===== src/rtl/issue_scheduler.sv =====
// Age-ordered issue queue: holds renamed ops until all source operands are ready,
// then hands the oldest fully-ready op to a single execution port via valid/ready.
`ifndef RENAMED_OP_SZ
`define RENAMED_OP_SZ 28
`endif

module issue_scheduler #(
    parameter int INST_WIDTH = `RENAMED_OP_SZ,
    parameter int DEPTH      = 4,
    parameter int NUM_OPS    = 4
) (
    input  logic                         clk,
    input  logic                         rst,
    input  logic [29:0]                  done_flags,
    input  logic                         flush,
    input  logic [INST_WIDTH-1:0]        in_instr,
    input  logic                         in_valid,
    output logic                         in_ready,
    output logic [INST_WIDTH-1:0]        out_instr,
    output logic                         out_valid,
    input  logic                         out_ready,
    output logic [$clog2(DEPTH+1)-1:0]   occupancy
);

    localparam int OCC_W = $clog2(DEPTH + 1);
    localparam int IDX_W = $clog2(DEPTH);

    logic [DEPTH-1:0]      valid_q, valid_d;
    logic [INST_WIDTH-1:0] data_q  [DEPTH];
    logic [INST_WIDTH-1:0] data_d  [DEPTH];
    logic [DEPTH-1:0]      older_q [DEPTH];
    logic [DEPTH-1:0]      older_d [DEPTH];
    logic [OCC_W-1:0]      occ_q, occ_d;

    logic [31:0]           done_ext;
    logic [NUM_OPS-1:0]    rdy      [DEPTH];
    logic [INST_WIDTH-1:0] merged   [DEPTH];
    logic [DEPTH-1:0]      elig;
    logic [DEPTH-1:0]      sel;
    logic [INST_WIDTH-1:0] sel_instr;
    logic [INST_WIDTH-1:0] in_merged;
    logic [IDX_W-1:0]      free_idx;
    logic                  issue_fire;
    logic                  alloc_fire;

    // Tags 0 and 1 are constants, so the two low positions of the extended
    // done vector are tied high and every tag indexes it directly.
    function automatic logic [NUM_OPS-1:0] ready_bits(input logic [INST_WIDTH-1:0] op,
                                                      input logic [31:0]           ext);
        logic [NUM_OPS-1:0] r;
        logic [4:0]         tag;
        r = '0;
        for (int i = 0; i < NUM_OPS; i++) begin
            tag  = op[8+5*i +: 5];
            r[i] = op[4+i] | ext[tag];
        end
        return r;
    endfunction

    function automatic logic [INST_WIDTH-1:0] merge_ready(input logic [INST_WIDTH-1:0] op,
                                                          input logic [NUM_OPS-1:0]    r);
        logic [INST_WIDTH-1:0] m;
        m              = op;
        m[4 +: NUM_OPS] = r;
        return m;
    endfunction

    // Wake-up, oldest-ready select and output mux.
    always_comb begin
        done_ext  = {done_flags, 2'b11};
        sel_instr = '0;
        elig      = '0;
        sel       = '0;
        for (int a = 0; a < DEPTH; a++) begin
            rdy[a]    = ready_bits(data_q[a], done_ext);
            merged[a] = merge_ready(data_q[a], rdy[a]);
            elig[a]   = valid_q[a] & (&rdy[a]);
        end
        for (int a = 0; a < DEPTH; a++) begin
            sel[a] = elig[a];
            for (int b = 0; b < DEPTH; b++) begin
                sel[a] = sel[a] & ~((b != a) & elig[b] & older_q[b][a]);
            end
            sel_instr = sel_instr | (sel[a] ? merged[a] : {INST_WIDTH{1'b0}});
        end
        out_valid = |elig;
        out_instr = out_valid ? sel_instr : merged[0];
    end

    // Allocation slot choice and handshake qualification.
    always_comb begin
        free_idx = '0;
        for (int i = DEPTH - 1; i >= 0; i--) begin
            free_idx = !valid_q[i] ? IDX_W'(i) : free_idx;
        end
        in_ready   = (occ_q < OCC_W'(DEPTH)) & ~flush;
        alloc_fire = in_valid & in_ready;
        issue_fire = out_valid & out_ready & ~flush;
        in_merged  = merge_ready(in_instr, ready_bits(in_instr, done_ext));
    end

    // Next-state for slots, age matrix and occupancy.
    always_comb begin
        for (int a = 0; a < DEPTH; a++) begin
            logic alloc_here;
            alloc_here = alloc_fire & (free_idx == IDX_W'(a));
            valid_d[a] = alloc_here | (valid_q[a] & ~(issue_fire & sel[a]));
            data_d[a]  = alloc_here ? in_merged : (valid_q[a] ? merged[a] : data_q[a]);
            for (int b = 0; b < DEPTH; b++) begin
                // Every slot occupied before this edge becomes older than the new op.
                older_d[a][b] = (alloc_fire & (free_idx == IDX_W'(b))) ? valid_q[a]
                              : (alloc_here ? 1'b0 : older_q[a][b]);
            end
        end
        if (flush) begin
            valid_d = '0;
            occ_d   = '0;
            for (int a = 0; a < DEPTH; a++) begin
                older_d[a] = '0;
            end
        end else begin
            occ_d = occ_q + OCC_W'(alloc_fire) - OCC_W'(issue_fire);
        end
    end

    // State registers.
    always_ff @(posedge clk) begin
        if (rst) begin
            valid_q <= '0;
            occ_q   <= '0;
            for (int a = 0; a < DEPTH; a++) begin
                data_q[a]  <= '0;
                older_q[a] <= '0;
            end
        end else begin
            valid_q <= valid_d;
            occ_q   <= occ_d;
            for (int a = 0; a < DEPTH; a++) begin
                data_q[a]  <= data_d[a];
                older_q[a] <= older_d[a];
            end
        end
    end

    assign occupancy = occ_q;

endmodule


===== config.mk =====
export PLATFORM = sky130hd
export DESIGN_NAME = issue_scheduler
export DESIGN_NICKNAME = d
export VERILOG_FILES = /design/src/rtl/issue_scheduler.sv
export SDC_FILE = /design/constraint.sdc
export NUM_CORES = 1
export LEC_CHECK = 0
export BUFFER_PORTS_ARGS = -buffer_cell sky130_fd_sc_hd__buf_2
export CORE_AREA = 3 3 220 168
export CTS_BUF_LIST = sky130_fd_sc_hd__clkbuf_4
export CTS_CLUSTER_SIZE = 12
export DETAILED_ROUTE_END_ITERATION = 16
export DIE_AREA = 0 0 223 171
export SLEW_MARGIN = 15
export SYNTH_ARGS = -nofsm -noshare
export SYNTH_HDL_FRONTEND = slang
export SYNTH_SLANG_ARGS = --single-unit

===== constraint.sdc =====
create_clock -name clk -period 5.7 [get_ports clk]
set_input_delay 0.285 -clock clk [delete_from_list [all_inputs] [get_ports clk]]
set_output_delay 0.285 -clock clk [all_outputs]
set_load 0.03 [all_outputs]

==> results.yml <==
routing:
  drc: 0
  wl_per_cell_um: 28.0
  num_vias: 11300
  firstDrtPassIters: 6
  drt_iter0_markers: 1566
  met1_length_um: 18800
  via_per_inst: 6.57
  highest_layer: "met4"
  drt-total-wl_um: 48000
  met3WireLength_um: 7020
  detail-route-antenna-nets: 0
  wl_met2_um: 20100
layout:
  drive_gt1_share_pct: 27.0
  final_cells: 1715
  fin_nets: 1311
  area.growth.synth_to_final_pct: 7.10
  fin_util_pct: 35.3
synth:
  async_reset_ff_share_pct: 0
  synth_top_family_by_area: "multiplexers"
  yosys_warnings: 0
  ys.flop_type: "dfxtp_1"
  netlist_instances: 1285
  synth_compound_area_share_pct: 16.6
  synth_xor_area_share_pct: 0.153
  synth-edff-count: 0
  ys_ff_latch: 131
  yosys.area_share.simple_pct: 17.5
  synth_fa_ha_area_share_pct: 0.393
  syn_avg_cell_area_um2: 8.91
  synth_cell_types: 69
  ys_seq_area_share_pct: 22.9
  synth_nets: 1351
  synth_mux_area_share_pct: 34.5
  netlist_area_um2: 11500
worst_setup_path:
  critPathKind: "register to output port"
  cp-start-kind: "register"
  critPathMaxFanout: 16
  cp.required_ns: 5.41
  cp-end-kind: "output port"
  arrival_ns: 4.67
pwr:
  p_sw_share_pct: 34.6
  p_leak_nw: 3.78
  power_frac_seq_pct: 46.5
  combPwrFrac_pct: 24.7
  switching_power_mw: 0.714
  powerDensity_nw_per_um2: 168
  pwr-share-clk_pct: 28.7
  ir_drop_mv: 0.0917
  p_int_mw: 1.35
global_route:
  antenna_found_initial: 1
  gr-total-overflow: 0
  grt_max_degree: 79
  grt_pass1_vias: 10400
  groute.usage.overall_pct: 24.8
  grt_pass1_wl_um: 70600
floorplan:
  fp.dieArea_um2: 38100
  die_width_um: 223
  num_rows: 59
  start_util_pct: 32.9
  core_um2: 34800
  num_io_pins: 96
  dieHeight_um: 171
placement:
  pre_cts_ws_ns: 1.29
  place_congestion: 0.933
  dp.cells: 1672
  place.port_buffers: 95
  hpwlAfterDp_um: 31200
sta:
  fin_crit_ns: 4.96
  final_hold_viol_count: 0
  skew_ns: 0.0343
  fin_ws_ns: 0.741
  fin_crit_sh_pct: 87.0
  slew_headroom_pct: 35.8
  setup_viol: 0
  maxSlewViolCount: 0
  fmax_mhz: 202
  worstMarginPinSlew_ns: 0.962
  rsz0062_at_grt: "false"
  fin_setup_tns_ns: 0
cts:
  clkTransAtPathRegs_ns: 0.12
  cts_tree: "yes"
  h-tree-depth: 4
  post_cts_resized: 0
  root_buffer: "clkbuf_4"
  cts_buffer_depth: 2
  cts_buffers: 17
  clkLatencyLatePin_ns: 0.60
  clock-sinks: 131
worst_hold_path:
  min_path_type: "input port to register"
flow_run:
  max-cap-violations: 0
status:
  status: "finished clean"
## placed cells by master (no fill, tap or decap), drive strengths merged, types with 4 or more instances in the layout
master / Yosys / routed
a31oi: 21 / 21
nand2b: 15 / 15
nand3: 98 / 98
a221o: 4 / 4
clkbuf: 133 / 19
mux4: 132 / 132
nand2: 226 / 226
nor2b: 17 / 17
dlygate4sd3: 0 / 11
mux2: 22 / 22
nor2: 37 / 37
a211oi: 7 / 7
and2: 4 / 4
inv: 45 / 45
a311oi: 5 / 5
nor4: 5 / 5
o2111ai: 30 / 30
a21oi: 117 / 117
nor3b: 6 / 6
a22oi: 7 / 7
o21ai: 14 / 14
o32ai: 4 / 4
clkinv: 1 / 11
a221oi: 4 / 4
o21bai: 5 / 5
dfxtp: 131 / 131
buf: 48 / 111
nor3: 9 / 9
mux2i: 73 / 73
a32oi: 5 / 5
## cell type report
type | instances | area, um^2
multi-input cells | 927 | 7950
well taps | 457 | 572
inverters | 46 | 173
clock inverters | 12 | 92.6
clock buffers | 19 | 143
fillers | 3543 | 22500
diodes | 1 | 2.50
repair buffers | 122 | 708
flip-flops and latches | 131 | 2620
## registers in the layout (all words and copies together), names as in the netlist
| signal | flops |
|---|---|
| occupancy | 3 |
| older_q | 12 |
| valid_q | 4 |
| data_q | 112 |
## metrics by stage
step	area, um^2	total power, mW	hold WS, ns
floorplan	11500	1.30	0.421
global placement	11900	1.46	0.443
detailed placement	11900	1.47	0.447
CTS	12300	2.05	0.00609
global route	12300	2.13	0.0163
finish	12300	2.06	0.0446
## critical path, stage by stage (launching register included)
cell	delay, ns
dfxtp_1	0.69
mux4_2	0.57
mux2_2	0.27
a221o_1	0.34
a21oi_1	0.30
nor4_1	0.19
a311oi_4	0.64
buf_4	0.42
nand2_1	0.18
o2111ai_1	0.20
buf_2	0.26
## synth_stat cells, drive strengths merged, types with 6 or more instances
| master | instances | area (um^2) |
|---|---|---|
| nand2 | 226 | 848 |
| clkbuf | 133 | 499 |
| mux4 | 132 | 2970 |
| dfxtp | 131 | 2620 |
| a21oi | 117 | 593 |
| nand3 | 98 | 490 |
| mux2i | 73 | 731 |
| buf | 48 | 235 |
| inv | 45 | 169 |
| nor2 | 37 | 139 |
| o2111ai | 30 | 388 |
| mux2 | 22 | 248 |
| a31oi | 21 | 146 |
| nor2b | 17 | 106 |
| nand2b | 15 | 93.8 |
| o21ai | 14 | 70.1 |
| nor3 | 9 | 45.0 |
| a211oi | 7 | 52.6 |
| a22oi | 7 | 52.6 |
| nor3b | 6 | 45.0 |
## timing repair
item / in CTS / in global routing
hold buffers: 11 / 0
hold endpoints to repair: 40 / 0
setup buffers: 0 / 0
## layer usage
metal / up-vias / global-route usage, %
met4: 0 / 9.61
met3: 176 / 8.89
li1: 4662 / -
met5: - / 0
met1: 5530 / 33.8
met2: 903 / 35.9
## power by group through the flow
stage | sequential (mW) | clock, mW | combinational (mW)
after floorplan | 0.959 | 0 | 0.346
after detailed placement | 0.979 | 0 | 0.489
after global routing | 0.962 | 0.638 | 0.532
after CTS | 0.958 | 0.598 | 0.496
final | 0.959 | 0.593 | 0.510
after global placement | 0.978 | 0 | 0.485
## logic make-up after synthesis
kind of cell,after synthesis
compound gates,255
xor+xnor,2
fa+ha+maj,3
buf+inv,227
flops,131
mux,227
simple gates,440
## worst paths after layout
path	startpoint	to	slack, ns	cells past startpoint
min reg2reg	data_q[0][1]	data_q[0][1]	0.46	2
min	in_instr[24]	data_q[0][108]	0.04	3
max	data_q[0][107]	out_instr[7]	0.74	10
max reg2reg	data_q[0][107]	occupancy[2]	1.22	14
Power figures use the tool's default switching activity.
